### src/rtl/program_loader.sv
// Byte-stream program loader: assembles little-endian 32-bit words, writes them
// to consecutive instruction-memory addresses and holds the core in reset until done.
module program_loader #(
  parameter int unsigned DEPTH_WORDS = 256,
  parameter logic [31:0] BASE_ADDR   = 32'h0000_0000
) (
  input  logic        clk,
  input  logic        reset,
  input  logic        start,
  input  logic [15:0] lenWords,
  input  logic        inValid,
  input  logic [7:0]  inData,
  output logic        inReady,
  output logic        imemWrite,
  output logic [31:0] imemAddress,
  output logic [31:0] imemWriteData,
  output logic        coreReset,
  output logic        busy,
  output logic        done,
  output logic        error
);

  typedef enum logic [2:0] {IDLE, LOAD, WRITE, DONE, ERROR} state_t;

  state_t      state_q, state_d;
  logic [15:0] len_q, len_d;
  logic [15:0] wordIdx_q, wordIdx_d;
  logic [1:0]  byteCnt_q, byteCnt_d;
  logic [23:0] word_q, word_d;
  logic [31:0] addr_q, addr_d;
  logic [31:0] data_q, data_d;
  logic        inReady_q, imemWrite_q, coreReset_q, busy_q, done_q, error_q;

  always_comb begin
    state_d   = state_q;
    len_d     = len_q;
    wordIdx_d = wordIdx_q;
    byteCnt_d = byteCnt_q;
    word_d    = word_q;
    addr_d    = addr_q;
    data_d    = data_q;
    case (state_q)
      IDLE, DONE: begin
        if (start) begin
          len_d     = lenWords;
          wordIdx_d = 16'd0;
          byteCnt_d = 2'd0;
          if (lenWords == 16'd0)
            state_d = DONE;
          else if ({16'd0, lenWords} > DEPTH_WORDS)
            state_d = ERROR;
          else
            state_d = LOAD;
        end
      end
      LOAD: begin
        if (inValid) begin
          case (byteCnt_q)
            2'd0: word_d[7:0]   = inData;
            2'd1: word_d[15:8]  = inData;
            2'd2: word_d[23:16] = inData;
            default: begin
              // The fourth byte goes straight into the write data register
              data_d  = {inData, word_q};
              addr_d  = BASE_ADDR + {14'd0, wordIdx_q, 2'b00};
              state_d = WRITE;
            end
          endcase
          byteCnt_d = byteCnt_q + 2'd1;
        end
      end
      WRITE: begin
        if (wordIdx_q + 16'd1 == len_q) begin
          state_d = DONE;
        end else begin
          wordIdx_d = wordIdx_q + 16'd1;
          state_d   = LOAD;
        end
      end
      ERROR:   state_d = ERROR;
      default: state_d = IDLE;
    endcase
  end

  // Outputs are decoded from the next state so they are registered yet
  // reflect the state entered at this edge.
  always_ff @(posedge clk) begin
    if (!reset) begin
      state_q     <= IDLE;
      len_q       <= 16'd0;
      wordIdx_q   <= 16'd0;
      byteCnt_q   <= 2'd0;
      word_q      <= 24'd0;
      addr_q      <= 32'd0;
      data_q      <= 32'd0;
      inReady_q   <= 1'b0;
      imemWrite_q <= 1'b0;
      coreReset_q <= 1'b0;
      busy_q      <= 1'b0;
      done_q      <= 1'b0;
      error_q     <= 1'b0;
    end else begin
      state_q     <= state_d;
      len_q       <= len_d;
      wordIdx_q   <= wordIdx_d;
      byteCnt_q   <= byteCnt_d;
      word_q      <= word_d;
      addr_q      <= addr_d;
      data_q      <= data_d;
      inReady_q   <= (state_d == LOAD);
      imemWrite_q <= (state_d == WRITE);
      coreReset_q <= (state_d == DONE);
      busy_q      <= (state_d == LOAD) || (state_d == WRITE);
      done_q      <= (state_d == DONE);
      error_q     <= (state_d == ERROR);
    end
  end

  assign inReady       = inReady_q;
  assign imemWrite     = imemWrite_q;
  assign imemAddress   = addr_q;
  assign imemWriteData = data_q;
  assign coreReset     = coreReset_q;
  assign busy          = busy_q;
  assign done          = done_q;
  assign error         = error_q;

endmodule

### config.mk
export PLATFORM = sky130hd
export DESIGN_NAME = program_loader
export DESIGN_NICKNAME = d
export VERILOG_FILES = /design/src/rtl/program_loader.sv
export SDC_FILE = /design/constraint.sdc
export NUM_CORES = 1
export LEC_CHECK = 0
export CELL_PAD_IN_SITES_DETAIL_PLACEMENT = 1
export CELL_PAD_IN_SITES_GLOBAL_PLACEMENT = 1
export CORE_UTILIZATION = 35
export CTS_CLUSTER_SIZE = 20
export DETAILED_ROUTE_END_ITERATION = 8
export GPL_ROUTABILITY_DRIVEN = 0
export MAX_ROUTING_LAYER = met4
export PLACE_DENSITY_LB_ADDON = 0.2
export RECOVER_POWER = 25
export SYNTH_ARGS = -nofsm -noshare
export SYNTH_HDL_FRONTEND = slang
export SYNTH_SLANG_ARGS = --single-unit
### constraint.sdc
create_clock -name clk -period 3.51 [get_ports clk]
set_input_delay 0.8775 -clock clk [delete_from_list [all_inputs] [get_ports clk]]
set_output_delay 0.8775 -clock clk [all_outputs]
set_load 0.005 [all_outputs]
; ---- Word level (Yosys, flattened, before mapping)
; Cells that the tools add are included.
[word_totals]
reg_bits = 114
inputBits = 28
out_inout_bits = 70
word_cells = 60
[classes]
add_sub_neg = 2
magnitude_cmp = 1
eq_ne = 14
n_mux = 13
bitwise = 1
reduce_logical = 15
[op_table]
columns = op, n
row1 = two-way mux 16 bit, 2
row2 = case mux 16 bit (2 select lines), 1
row3 = AND reduction 3 bit, 6
row4 = adder 16 x 1 -> 16 bit (second input constant), 1
row5 = equality test 16 bit, 1
row6 = > comparator 16 x 9 -> 1 bit (second input constant), 1
row7 = logical NOT 16 bit, 1
row8 = two-way mux 3 bit, 5
row9 = equality test 3 x 2 -> 1 bit (second input constant), 4
row10 = case mux 3 bit (4 select lines), 1
row11 = equality test 3 x 1 -> 1 bit (second input constant), 2
row12 = equality test 3 bit (second input constant), 2
row13 = two-way mux 2 bit, 3
row14 = inequality test 2 bit (second input constant), 3
row15 = case mux 2 bit (2 select lines), 1
row16 = nonzero test 2 bit, 2
row17 = logical NOT 3 bit, 1
row18 = OR reduction 3 bit, 1
row19 = adder 2 x 1 -> 2 bit (second input constant), 1
row20 = equality test 2 x 1 -> 1 bit (second input constant), 1
row21 = equality test 2 bit (second input constant), 1
row22 = logical NOT 2 bit, 1
row23 = AND reduction 2 bit, 1
row24 = OR reduction 2 bit, 1
row25 = 2 further kinds, 2

; ---- Longest topological paths before layout
[logic_depth]
word_depth = 7
ltp_mapped = 9

; ---- Worst setup path before layout
; Ideal clock, no wire load.
[synth_timing]
path_kind = register to register
startpoint = register wordIdx_q[1]
endpoint = register wordIdx_q[6]
setup_time_ns = 0.122
arrival_ns = 2.305
t_required_ns = 3.388
path_slack_ns = 1.084
path_stages_with_launch = 10
synth_period_minus_slack_ns = 2.426
path_cell_list = dfxtp_1 ha_1 and4_1 buf_2 nand2_1 or3_1 mux2i_2 o2111a_4 nor2_2 a221o_1
[synth_between]
elab_chain_cells = 4
elab_cells_between_ends = 6
cone_classes = add/sub (1) / eq/ne (2) / mux (2) / reduce/logical (1)
[synth_rtl]
columns = element, line
row1 = from (decl), 27  ; logic [15:0] wordIdx_q, wordIdx_d;
row2 = from (signal assigned), 105  ; wordIdx_q <= wordIdx_d;
row3 = adder 16 x 1 -> 16 bit *, "73, 76"
row4 = equality test 16 bit, 73  ; if (wordIdx_q + 16'd1 == len_q) begin
row5 = inequality test 2 bit (no line), -
row6 = AND reduction 3 bit (no line), -
; Every way passes the cells marked *; elsewhere a longest branch is shown, timed or not. The select of a mux whose other input is x is not followed.
; A chain may end at the register's enable or synchronous reset.

; ---- Worst setup path after layout
[layout_timing]
startpoint = register wordIdx_q[0]
endpoint = register wordIdx_q[13]
; Same word-level chain as after synthesis.

==> run_results.csv <==
group,metric,value,unit
logic_synthesis,yosysMostFrequentCell,"nand2_1",
setup_path,cpMaxStageDelayCell,"dfxtp_1",
clock_network,cts-root-buf,"clkbuf_16",
drt,ant_nets,0,
clock_network,clock_path_buffers,2,
logic_synthesis,synth-seq-cells,114,
drt,drc,0,
sta,fin_crit_sh,0.8226,
final_layout,layout-drive-gt1-share,0.08356,
drt,vias,4838,
logic_synthesis,yosys-top-cells-count,"nand2_1, dfxtp_1, a21boi_0",
logic_synthesis,synth-edff-count,0,
clock_network,cts_hold_buffers,0,
logic_synthesis,async_flop_share,0,
setup_path,path_cells,"ha_1 > nand4_2 > nor4_1 > a211oi_2 > a211oi_2 > o2111ai_4 > a21boi_4 > a221o_1",
final_layout,num-nets-final,751,
place,dpl_worst_slack,0.6668,ns
clock_network,cts.sinks,114,
setup_path,critPathCaptureType,"flip-flop",
sta,fmax,346.3,MHz
floorplanning,rows,45,
logic_synthesis,synth_ff_type,"dfxtp_1",
grt,overflow,0,
floorplanning,io_pins,98,
setup_path,crit_fanout,8,
drt,viasPerCell,5.136,
clock_network,ctsHtreeMaxLevel,4,
clock_network,cts-buffers-inserted,17,
sta,min_period,2.887,ns
clock_network,postCtsSetupBuffers,0,
logic_synthesis,netlist_area,0.005497,mm^2
logic_synthesis,yosysWarningCount,0,
logic_synthesis,synth-seq-area-share,0.4152,
sta,tightest_slew,0.6085,ns
job,cap_violations,0,
logic_synthesis,synth_area_leader_cell,"dfxtp_1",
logic_synthesis,synth_cell_types,68,
grt,grt_usage,0.2070,
logic_synthesis,syn_inst,663,
sta,setup_violations,0,
power,peakVddDrop,349.3,uV
logic_synthesis,yosysTopAreaCellShare,0.4152,
sta,finalHoldViolCount,0,
setup_path,start_kind,"flip-flop",
drt,drt_iter0_markers,185,
final_layout,area_growth_syn_to_layout,26.70,%
floorplanning,coreArea,0.01526,mm^2
setup_path,slowest_delay,0.48,ns
setup_path,crit_type,"reg2reg",
setup_path,crit_buf_inv,0,
floorplanning,die_w,127.3,um
sta,finalClockSkew,0.01238,ns
sta,finalWorstSetupSlack,0.6225,ns
min_path,hp-class,"reg2reg",
grt,grt_pass1_vias,4784,
clock_network,clk_pin_slew,0.05,ns
sta,relSlewSlack,0.5943,
floorplanning,dieArea,0.01621,mm^2
place,port_buffers,81,
sta,tns,0,ns
final_layout,num-fill-cells,1770,
floorplanning,die_h,127.3,um
sta,final_max_slew_viol_count,0,
floorplanning,start_util,0.3602,
drt,first_pass_iters,4,
drt,routedWlPerCell,16.30,um
grt,antenna_found_initial,1,
grt,grt_max_degree,47,
power,p_leak,2.477,nW
clock_network,cts_tree,"done",
clock_network,insertion_delay,0.43,ns
clock_network,cts_resized,0,
drt,wl,15360,um
sta,rsz0062_at_grt,"no",
setup_path,arrival,3.25,ns
logic_synthesis,synth_area_leaders,"dfxtp_1, nand2_1, a21boi_0",
setup_path,cp_top_family,"compound AO/OA/AOI/OAI gates",
setup_path,cp.required,3.87,ns
grt,grt_pass1_wl,25150,um
logic_synthesis,syn_avg_cell_area,8.290,um^2
status,status,"completed",
power,power.density,462.8,mW/mm^2
place,post-dp-hpwl,11110,um
setup_path,cpMostUsedCell,"a211oi_2",
[worst reg2reg max path, stage by stage, from the launching register on]
cell	delay, ns
dfxtp_1	0.48
ha_1	0.34
nand4_2	0.23
nor4_1	0.42
a211oi_2	0.13
a211oi_2	0.40
o2111ai_4	0.27
a21boi_4	0.35
a221o_1	0.21
[power by group]
| group | switching (mW) | internal [mW] |
|---|---|---|
| Combinational | 0.0819 | 0.0768 |
| Sequential | 0.0115 | 1.31 |
| Clock | 0.602 | 1.14 |
[layer usage]
| layer | global-route usage | share of wire | wire length [um] | vias up |
|---|---|---|---|---|
| li1 | - | - | - | 2361 |
| met1 | 0.2487 | 0.46 | 6999 | 2357 |
| met2 | 0.3324 | 0.49 | 7474 | 98 |
| met3 | 0.04606 | 0.036 | 557 | 22 |
| met4 | 0.09104 | 0.021 | 325 | 0 |
| met5 | - | 0 | 0 | - |
[per-stage QoR]
step / total power [mW] / utilization / cell area (um^2) / instances / hold WS (ns)
after floorplan: 1.453 / - / 5553 / 678 / 0.4412
after global placement: 1.505 / 0.4173 / 6367 / 910 / 0.4523
after detailed placement: 1.508 / 0.4173 / 6367 / 910 / 0.4590
after CTS: 3.269 / 0.4563 / 6962 / 941 / 0.4661
after global routing: 3.339 / 0.4564 / 6964 / 942 / 0.4762
final: 3.223 / 0.4564 / 6964 / 942 / 0.4576
[cell usage in the layout, fill, tap and decap left out, drive strengths merged, types with 4 or more instances in the layout]
cell type	Yosys	routed
xnor2	13	13
nand2	180	180
nand2b	4	4
clkinv	0	5
a211o	5	5
dfxtp	114	114
nor2	9	9
nand3	37	37
clkdlybuf4s50	0	55
xor2	4	4
o211ai	6	6
ha	5	5
buf	30	10
or2	5	5
inv	10	10
o21ai	8	8
nor4	10	10
a21oi	4	4
clkbuf	39	21
a31oi	5	5
and2	8	8
nor3	8	8
dlygate4sd3	0	25
a21boi	93	93
and3	13	13
conb	1	16
mux2i	6	6
nand4	7	7
[cell type report]
class                      instances  area, um^2  share of cell area
tap                              211       264.0             0.03791
multi-input combinational        485        2885              0.4143
sequential                       114        2282              0.3277
inverter                          10       37.54            0.005390
antenna                            1       2.502           0.0003593
clock buffer                      21       460.4             0.06612
timing repair buffer              90       898.4              0.1290
clock inverter                    10       133.9             0.01922
[sequential cells by signal, summed over array words and instances (netlist names)]
signal / count
imemWrite: 1
inReady: 1
state_q: 3
byteCnt_q: 2
done: 1
wordIdx_q: 16
word_q: 24
imemWriteData: 32
busy: 1
imemAddress: 16
len_q: 16
error: 1
[final timing paths]
path                     start                 to  slack, ns  depth (start not counted)
min reg2reg  imemWriteData[31]  imemWriteData[31]       0.46                          2
min          imemWriteData[31]  imemWriteData[31]       0.46                          2
max               wordIdx_q[0]      wordIdx_q[13]       0.62                          8
max reg2reg       wordIdx_q[0]      wordIdx_q[13]       0.62                          8
[logic make-up after synthesis]
logic type | synth area share
XOR/XNOR | 0.02709
buffers and inverters | 0.07011
AO/OA/AOI/OAI | 0.2126
adder cells (fa/ha/maj) | 0.01138
flip-flops | 0.4152
multiplexers | 0.01161
other | 0.0006822
AND/OR/NAND/NOR | 0.2513
Power figures use the tool's default switching activity.
